**src/rtl/arb_pkg.sv**
```systemverilog
// Shared defaults and payload type for the round-robin bus requester.
// Optional starvation watchdog is enabled in arb_requester by ARB_REQ_WDOG_EN.
package arb_pkg;

    localparam int N_DEF          = 3;
    localparam int DW_DEF         = 8;
    localparam int DEPTH_DEF      = 4;
    localparam int WDOG_LIMIT_DEF = 2 * N_DEF;

    typedef logic [DW_DEF-1:0] payload_t;

    // Occupancy counter width: must represent 0..depth inclusive.
    function automatic int cnt_width(input int depth);
        return $clog2(depth) + 1;
    endfunction

endpackage

```
**src/rtl/arb_req_fifo.sv**
```systemverilog
// Pending-entry FIFO for arb_requester: storage, wrapping pointers and occupancy count.
// Callers must qualify push with !full and pop with !empty.
module arb_req_fifo
    import arb_pkg::*;
#(
    parameter int DW    = DW_DEF,
    parameter int DEPTH = DEPTH_DEF,
    localparam int AW   = $clog2(DEPTH),
    localparam int CW   = cnt_width(DEPTH)
) (
    input  logic          clk,
    input  logic          reset,
    input  logic          push,
    input  logic          pop,
    input  logic [DW-1:0] push_data,
    output logic [DW-1:0] head,
    output logic [CW-1:0] count
);

    logic [DW-1:0] mem_r [DEPTH];
    logic [AW-1:0] wr_ptr_r;
    logic [AW-1:0] rd_ptr_r;
    logic [CW-1:0] count_r;

    // Storage, pointer and count update; pointers wrap naturally as DEPTH is a power of 2.
    always_ff @(posedge clk or posedge reset) begin
        if (reset) begin
            for (int i = 0; i < DEPTH; i++) begin
                mem_r[i] <= {DW{1'b0}};
            end
            wr_ptr_r <= {AW{1'b0}};
            rd_ptr_r <= {AW{1'b0}};
            count_r  <= {CW{1'b0}};
        end else begin
            if (push) begin
                mem_r[wr_ptr_r] <= push_data;
                wr_ptr_r        <= wr_ptr_r + AW'(1);
            end
            if (pop) begin
                rd_ptr_r <= rd_ptr_r + AW'(1);
            end
            case ({push, pop})
                2'b10:   count_r <= count_r + CW'(1);
                2'b01:   count_r <= count_r - CW'(1);
                default: count_r <= count_r;
            endcase
        end
    end

    // Head and count come straight from registers so the pop path adds no latency.
    always_comb begin
        head  = mem_r[rd_ptr_r];
        count = count_r;
    end

endmodule

```
**src/rtl/arb_requester.sv**
```systemverilog
// Requester front-end for a registered round-robin arbiter: buffers local entries,
// requests the bus and pops one entry per grant. Watchdog enabled by ARB_REQ_WDOG_EN.
module arb_requester
    import arb_pkg::*;
#(
    parameter int N          = N_DEF,
    parameter int DW         = DW_DEF,
    parameter int DEPTH      = DEPTH_DEF,
    parameter int WDOG_LIMIT = 2 * N
) (
    input  logic          clk,
    input  logic          reset,
    input  logic          push_valid,
    input  logic [DW-1:0] push_data,
    output logic          push_ready,
    output logic          req,
    input  logic          grant,
    output logic          out_valid,
    output logic [DW-1:0] out_data,
    output logic          err_spurious,
    output logic          starve
);

    localparam int            CW      = cnt_width(DEPTH);
    localparam logic [CW-1:0] DEPTH_C = CW'(DEPTH);

    logic [CW-1:0] count_s;
    logic [DW-1:0] head_s;
    logic          push_s;
    logic          pop_s;
    logic          req_s;
    logic          req_prev_r;
    logic          err_spurious_r;

    arb_req_fifo #(
        .DW    (DW),
        .DEPTH (DEPTH)
    ) u_fifo (
        .clk       (clk),
        .reset     (reset),
        .push      (push_s),
        .pop       (pop_s),
        .push_data (push_data),
        .head      (head_s),
        .count     (count_s)
    );

    // Request drops in the cycle the last entry is popped so the arbiter never over-grants.
    always_comb begin
        push_ready = 1'b0;
        push_s     = 1'b0;
        pop_s      = 1'b0;
        req_s      = 1'b0;
        push_ready = (count_s < DEPTH_C);
        push_s     = push_valid && push_ready;
        pop_s      = grant && (count_s != CW'(0));
        req_s      = ((count_s - CW'(pop_s)) != CW'(0));
        req        = req_s;
        out_valid  = pop_s;
        out_data   = head_s;
    end

    // Grant answers last cycle's request; a grant without one (or with nothing queued) is sticky-flagged.
    always_ff @(posedge clk or posedge reset) begin
        if (reset) begin
            req_prev_r     <= 1'b0;
            err_spurious_r <= 1'b0;
        end else begin
            req_prev_r <= req_s;
            if (grant && ((count_s == CW'(0)) || !req_prev_r)) begin
                err_spurious_r <= 1'b1;
            end
        end
    end

    assign err_spurious = err_spurious_r;

`ifdef ARB_REQ_WDOG_EN
    localparam int            WW      = $clog2(WDOG_LIMIT + 1);
    localparam logic [WW-1:0] LIMIT_C = WW'(WDOG_LIMIT);

    logic [WW-1:0] wait_cnt_r;
    logic [WW-1:0] wait_nxt_s;
    logic          starve_r;

    // Consecutive unanswered-request cycles, saturating at the limit.
    always_comb begin
        wait_nxt_s = WW'(0);
        if (req_s && !grant) begin
            wait_nxt_s = (wait_cnt_r == LIMIT_C) ? LIMIT_C : (wait_cnt_r + WW'(1));
        end else begin
            wait_nxt_s = WW'(0);
        end
    end

    // Wait counter register and sticky starvation flag.
    always_ff @(posedge clk or posedge reset) begin
        if (reset) begin
            wait_cnt_r <= WW'(0);
            starve_r   <= 1'b0;
        end else begin
            wait_cnt_r <= wait_nxt_s;
            if (wait_nxt_s == LIMIT_C) begin
                starve_r <= 1'b1;
            end
        end
    end

    assign starve = starve_r;
`else
    assign starve = 1'b0;
`endif

endmodule

```
**config.mk**
```make
export PLATFORM = sky130hd
export DESIGN_NAME = arb_requester
export DESIGN_NICKNAME = d
export VERILOG_FILES = /design/src/rtl/arb_pkg.sv /design/src/rtl/arb_req_fifo.sv /design/src/rtl/arb_requester.sv
export SDC_FILE = /design/constraint.sdc
export NUM_CORES = 1
export LEC_CHECK = 0
export CORE_ASPECT_RATIO = 1.5
export CORE_MARGIN = 2
export CORE_UTILIZATION = 50
export CTS_CLUSTER_DIAMETER = 60
export DETAILED_ROUTE_END_ITERATION = 10
export PLACE_DENSITY = 0.76
export SLEW_MARGIN = 20
export SYNTH_ARGS = -nofsm -noshare
export SYNTH_HDL_FRONTEND = slang
export SYNTH_SLANG_ARGS = --single-unit
```
**constraint.sdc**
```tcl
create_clock -name clk -period 1.9 [get_ports clk]
set_input_delay 0.38 -clock clk [delete_from_list [all_inputs] [get_ports clk]]
set_output_delay 0.38 -clock clk [all_outputs]
set_load 0.02 [all_outputs]
```
==> summary.txt, run 1 <==
Clock tree
  • CTS tree: built
  • # hold bufs at CTS: 0
  • CTS buffer count: 5
  • H-tree level count: 2
  • Sink Count: 41
  • Max Root-Sink Buffers: 2
  • Clock Latency Late Sink: 0.30 ns
  • Clock root cell: clkbuf_8
  • CTS clk-pin slew, worst paths: 0.08 ns

Layout
  • FF+latch area: 1030 µm²
  • Ant. Diodes: 0
  • Area growth syn-to-layout: 24.1%
  • Fraction of layout cells with a size suffix above 1: 52.1%
  • Fin nets: 185
  • Footprint of the multi-input gates: 1000 µm²
  • Util after Layout: 64.5%
  • Filler cells: 293

Timing
  • Peak Freq: 497 MHz
  • Slew @ Worst Pin: 0.508 ns
  • Final Max Slew Viols: 0
  • Relative slew margins: 66.1%
  • RSZ-0062 raised after global routing: yes
  • Hold Vio Cnt, Final: 0
  • Fin crit period: 2.01 ns
  • Worst Setup Slack, final: -0.111 ns
  • Final Cycle Share: 106%
  • Finish-stage setup viols: 2
  • Hold_ws: 0.351 ns
  • Clock Skews: 0.00955 ns

Setup path
  • Critical path class: reg -> out
  • CP startpoint: u_fifo.count[2]
  • CP Launch Type: flip-flop
  • CP Max Fanout: 2
  • CP endpoint: req
  • FF-to-FF Start: u_fifo.count[2]
  • CP Data Required Time: 1.52 ns
  • R2r setup slk: -0.11 ns
  • CP arrival: 1.63 ns
  • R2R cell count: 10
  • Reg2reg end: req_prev_r
  • Crit. End Element: primary output

Synthesis
  • Cell Area, Synth: 2060 µm²
  • Synthesized instance count: 122
  • Post-synth top area share: 49.8%
  • Largest area contributor in the netlist: dfrtp_1
  • Ys Warns: 0
  • Syn Nets: 141
  • Seq/Total Area, Yosys: 49.8%
  • Yosys reg bits: 41
  • Synth cell types: 23
  • Mean Syn Cell Area: 16.9 µm²
  • Top post-synthesis cells by area: dfrtp_1 50%, mux2_4 23%, mux4_2 8.8%

Global routing
  • Largest net degree at the start of global routing: 42
  • Wire length of the first global-routing pass: 6330 µm
  • Tot GR Track Use: 18.3%
  • GRT Residual Overflow: 0
  • Initial antenna violation count: 0
  • Number of global-route vias before repair: 1266

Outcome
  • Status: finished, violations left
  • Failing checks: negative setup slack

Die
  • Die ar.: 4660 µm²
  • Width of the die: 56.4 µm
  • Cell Rows: 28
  • Die boundary height: 82.6 µm
  • Core box area: 3960 µm²
  • Initial Utilization: 52.0%
  • Ports: 25

Placement
  • GPL Wtd Cong: 0.659
  • DP Worst Slack: -0.480 ns
  • Port bufs: 23
  • HPWL reported at the end of detailed placement: 2530 µm

Min path
  • Worst hold path type: in -> reg

Detailed routing
  • DR pass1 iterations: 4
  • Number of remaining DRC errors: 0
  • DRT Wirelength: 3730 µm
  • DR iter-0 viols: 9
  • Vias per cell: 5.19
  • WL/cell: 17.6 µm
  • Number of routed nets with antenna violations: 0
  • Vias: 1100

Pwr
  • Leak: 1.24 nW
  • Worst VDD drop: 0.00122 V
  • Pwr/cell area: 1850 nW/µm²

Run
  • Maxcap violations: 0
-- layout make-up --
| cell class | count | area share [%] |
|---|---|---|
| clock buffers | 5 | 2.69 |
| multi-input cells | 69 | 39.3 |
| flip-flops and latches | 41 | 40.2 |
| repair buffers | 41 | 13.8 |
| inverters | 8 | 1.18 |
| clock inverters | 3 | 0.686 |
| well taps | 45 | 2.20 |
-- power breakdown --
| group | switching [mW] | internal (mW) |
|---|---|---|
| clock | 0.306 | 0.254 |
| combinational | 1.04 | 1.53 |
| sequential | 0.287 | 1.31 |
-- worst min path at each step --
| stage | from | end | cells past startpoint | slack, ns |
|---|---|---|---|---|
| after floorplan | u_fifo.mem_r[10] | u_fifo.mem_r[10] | 1 | 0.48 |
| after global placement | err_spurious | err_spurious | 1 | 0.45 |
| after detailed placement | err_spurious | err_spurious | 1 | 0.46 |
| after CTS | err_spurious | err_spurious | 1 | 0.48 |
| after global routing | grant | err_spurious | 2 | 0.35 |
| final | grant | err_spurious | 2 | 0.35 |
-- sequential cells by signal, summed over array words and instances (netlist names) --
register         count
u_fifo.count         3
err_spurious         1
u_fifo.wr_ptr_r      2
req_prev_r           1
u_fifo.mem_r        32
u_fifo.rd_ptr_r      2
-- stage by stage --
step                      instances  setup TNS (ns)  instance area, µm²  total power [mW]
after floorplan                 122               0                2060              3.27
after global placement          198           -1.11                2400              3.97
after detailed placement        198           -1.35                2400              4.08
after CTS                       213          -0.364                2530              4.65
after global routing            212          -0.351                2550              5.02
final                           212          -0.217                2550              4.72
-- repair_timing --
action | CTS | global route
hold endpoints to repair | 0 | 0
endpoints found under the setup margin | 12 | 11
buffers inserted | 7 | 1
resized for setup | 50 | 10
pin swaps | 4 | 6
-- metal layers --
metal | vias to the layer above | global-route usage [%] | share of wire [%]
li1 | 517 | - | -
met1 | 562 | 22.3 | 44
met2 | 19 | 31.3 | 53
met3 | 2 | 4.67 | 2.9
met4 | 0 | 6.90 | 0.78
met5 | - | 0 | 0
-- synth_stat cells --
cell     number
dfrtp_1      41
mux2_4       32
inv_1         8
mux4_2        8
ha_1          6
xnor2_1       5
nand2_8       4
nand2_1       2
xor2_1        2
a21o_1        1
buf_1         1
buf_12        1
buf_2         1
buf_4         1
conb_1        1
fa_1          1
mux2i_1       1
nand3_1       1
nor2_1        1
nor2b_2       1
o21ai_0       1
o31a_2        1
o31ai_1       1
-- critical path: stages (launching register included) --
cell and delay [ns]:
dfrtp_1 0.39, o31a_2 0.38, ha_4 0.17, xnor2_2 0.14, nand3_2 0.11, buf_6 0.14
-- cells by family (layout without fill, tap and decap cells) --
group | Yosys count | in the layout | share of synthesized area (%)
adder cells (fa/ha/maj) | 7 | 7 | 4.62
multiplexers | 41 | 41 | 32.6
XOR/XNOR | 7 | 7 | 2.98
other | 1 | 1 | 0.182
AND/OR/NAND/NOR | 9 | 9 | 5.11
flip-flops | 41 | 41 | 49.8
AO/OA/AOI/OAI | 4 | 4 | 1.46
buffers and inverters | 12 | 57 | 3.22
-- cells in the final DEF (no fill, tap or decap), types with 2 or more instances in the layout --
master / n
dfrtp_1: 41
mux2_4: 32
buf_4: 15
clkdlybuf4s50_1: 11
mux4_2: 8
inv_1: 7
buf_6: 7
buf_2: 6
clkbuf_8: 5
xnor2_1: 4
nand2_8: 4
ha_1: 4
xor2_1: 2
nand2_1: 2
ha_4: 2
clkinv_2: 2
No activity file was read; power rests on OpenSTA's default activity.
==> inputs of run 2 (changes only) <==
--- a/config.mk
+++ b/config.mk
@@ -11,6 +11,7 @@
 export CTS_CLUSTER_DIAMETER = 60
 export DETAILED_ROUTE_END_ITERATION = 10
 export PLACE_DENSITY = 0.76
+export SKIP_LAST_GASP = 1
 export SLEW_MARGIN = 20
 export SYNTH_ARGS = -nofsm -noshare
 export SYNTH_HDL_FRONTEND = slang
==> run 2 against run 1 <==
The run still ends with negative setup slack left. Sequential share of layout area is essentially flat. Fmax about the same. Largest power group unchanged. First-iteration DRC count did not move.
==> summary.txt, run 2 (synthesis results as in run 1) <==
Clock tree
  • Clock root cell: clkbuf_8 (unchanged)
  • H-tree level count: 2 (unchanged)
  • Sink Count: 41 (unchanged)
  • # hold bufs at CTS: 0 (unchanged)
  • CTS tree: built (unchanged)
  • CTS clk-pin slew, worst paths: 0.08 ns (about the same)
  • CTS buffer count: 5 (unchanged)
  • Clock Latency Late Sink: 0.30 ns (about the same)
  • Max Root-Sink Buffers: 2 (unchanged)

Min path
  • Hold Crit Start: grant (unchanged)
  • Hold endpoint: err_spurious (unchanged)
  • Worst hold path type: in -> reg (unchanged)
  • Hold Path Cell Cnt: 2 (unchanged)

Pwr
  • Leak: 1.23 nW (was 1.24 nW)
  • Worst VDD drop: 0.00121 V (was 0.00122 V)
  • Sequential power share: 33.9% (was 33.8%)
  • Power consumption: 4.70 mW (was 4.72 mW)
  • Clock Power Share: 11.9% (was 11.8%)
  • Pwr/cell area: 1840 nW/µm² (was 1850 nW/µm²)
  • Combinational share of power: 54.1% (was 54.4%)
  • NetSw: 1.64 mW (was 1.63 mW)
  • Internal power: 3.07 mW (was 3.09 mW)
  • Sw frac: 34.8% (was 34.6%)

Die
  • Ports: 25 (unchanged)
  • Width of the die: 56.4 µm (unchanged)
  • Die boundary height: 82.6 µm (unchanged)
  • Core box area: 3960 µm² (unchanged)
  • Cell Rows: 28 (unchanged)
  • Die ar.: 4660 µm² (unchanged)
  • Initial Utilization: 52.0% (unchanged)

Setup path
  • Worst path max stage delay: 0.39 ns (about the same)
  • FF-to-FF Start: u_fifo.count[2] (unchanged)
  • CP max-delay cell: dfrtp_1 (unchanged)
  • Critical path class: reg -> out (unchanged)
  • CP Launch Type: flip-flop (unchanged)
  • R2r setup slk: -0.11 ns (about the same)
  • Reg2reg end: req_prev_r (unchanged)
  • CP Max Fanout: 2 (unchanged)
  • Crit-path cells: o31a_2 > ha_4 > xnor2_2 > nand3_2 > buf_6 (unchanged)
  • R2R cell count: 10 (unchanged)
  • CP Data Required Time: 1.52 ns (about the same)
  • CP arrival: 1.63 ns (about the same)
  • Crit. End Element: primary output (unchanged)
  • CP top delay family: flip-flops (unchanged)
  • WP buf/inv: 1 (unchanged)

Outcome
  • Status: finished, violations left (unchanged)
  • Failing checks: negative setup slack (unchanged)

Detailed routing
  • Vias: 1107 (was 1100)
  • WL/cell: 17.6 µm (about the same)
  • Vias per cell: 5.22 (was 5.19)
  • DR iter-0 viols: 9 (unchanged)
  • DR pass1 iterations: 4 (unchanged)
  • Number of routed nets with antenna violations: 0 (unchanged)
  • DRT Wirelength: 3730 µm (about the same)
  • Number of remaining DRC errors: 0 (unchanged)

Layout
  • Filler cells: 290 (was 293)
  • Fin nets: 185 (unchanged)
  • Most frequent cells in the layout: 41 x dfrtp_1, 32 x mux2_4, 15 x buf_4, 11 x clkdlybuf4s50_1, 8 x mux4_2 (unchanged)
  • Area growth syn-to-layout: 24.1% (about the same)
  • Max reg flops: 32 (unchanged)
  • Ant. Diodes: 0 (unchanged)
  • Commonest non-fill, non-tap cell in the layout: dfrtp_1 (unchanged)
  • Reg with most FFs: u_fifo.mem_r (unchanged)
  • Fraction of layout cells with a size suffix above 1: 52.7% (was 52.1%)
  • Util after Layout: 64.5% (about the same)

Timing
  • Slew @ Worst Pin: 0.505 ns (was 0.508 ns)
  • Relative slew margins: 66.3% (was 66.1%)
  • Clock Skews: 0.0109 ns (was 0.00955 ns)
  • Sum Neg Setup Slack: -0.218 ns (was -0.217 ns)
  • Peak Freq: 497 MHz (about the same)
  • Worst Setup Slack, final: -0.111 ns (about the same)
  • Final Max Slew Viols: 0 (unchanged)
  • Finish-stage setup viols: 2 (unchanged)
  • RSZ-0062 raised after global routing: yes (unchanged)
  • Hold Vio Cnt, Final: 0 (unchanged)
  • Final Cycle Share: 106% (about the same)
  • Fin crit period: 2.01 ns (about the same)

Run
  • Maxcap violations: 0 (unchanged)

Placement
  • GPL Wtd Cong: 0.659 (unchanged)
  • HPWL reported at the end of detailed placement: 2530 µm (unchanged)
  • Port bufs: 23 (unchanged)

Global routing
  • Largest net degree at the start of global routing: 42 (unchanged)
  • Number of global-route vias before repair: 1267 (was 1266)
  • GRT Residual Overflow: 0 (unchanged)
  • Tot GR Track Use: 18.0% (was 18.3%)
  • Initial antenna violation count: 0 (unchanged)
  • Wire length of the first global-routing pass: 6240 µm (was 6330 µm)
## run 2: what timing repair did
| item | CTS | global route |
|---|---|---|
| endpoints found under the setup margin | 12 | 11 |
| hold endpoints to repair | 0 | 0 |
| setup buffers | 7 | 1 |
| cloned | 0 | 0 |
| pin swaps | 4 | 7 |
| gates resized for setup | 47 | 13 |
## run 2: power groups by stage
| stage | Clock, mW | Combinational [mW] | Sequential (mW) |
|---|---|---|---|
| after global routing | 0.612 | 2.76 | 1.64 |
| after global placement | 0 | 2.41 | 1.56 |
| after CTS | 0.574 | 2.46 | 1.59 |
| after detailed placement | 0 | 2.48 | 1.60 |
| final | 0.562 | 2.55 | 1.60 |
| after floorplan | 0 | 1.78 | 1.49 |
## run 2: final cells by class
type / instances / area (µm²) / area share, %
well taps: 45 / 56.3 / 2.20
flip-flops and latches: 41 / 1030 / 40.2
inverters: 8 / 32.5 / 1.27
repair buffers: 41 / 347 / 13.6
clock buffers: 5 / 68.8 / 2.69
clock inverters: 3 / 17.5 / 0.686
multi-input cells: 69 / 1010 / 39.4
## run 2: routing by layer
metal / share of wire [%] / track usage (%) / up-vias
li1: - / - / 519
met1: 43 / 22.2 / 564
met2: 53 / 30.7 / 22
met3: 3.2 / 4.67 / 2
met4: 0.78 / 6.67 / 0
met5: 0 / 0 / -
## run 2: worst max-delay path by stage
| stage | from | end | slack, ns | cells after the start |
|---|---|---|---|---|
| 2_1_floorplan | u_fifo.count[2] | req | 0.10 | 4 |
| 3_3_place_gp | grant | req | -0.43 | 6 |
| 3_5_place_dp | grant | req | -0.48 | 6 |
| 4_1_cts | u_fifo.count[1] | req | -0.15 | 5 |
| 5_1_grt | u_fifo.count[2] | req | -0.16 | 5 |
| 6_report | u_fifo.count[2] | req | -0.11 | 5 |
## run 2: stage by stage
stage	instance area (µm²)	hold slack, ns	instances	setup slack (ns)
floorplan	2060	0.476	122	0.100
global placement	2400	0.454	198	-0.425
detailed placement	2400	0.460	198	-0.480
CTS	2520	0.482	213	-0.148
global route	2550	0.352	212	-0.159
finish	2550	0.351	212	-0.111
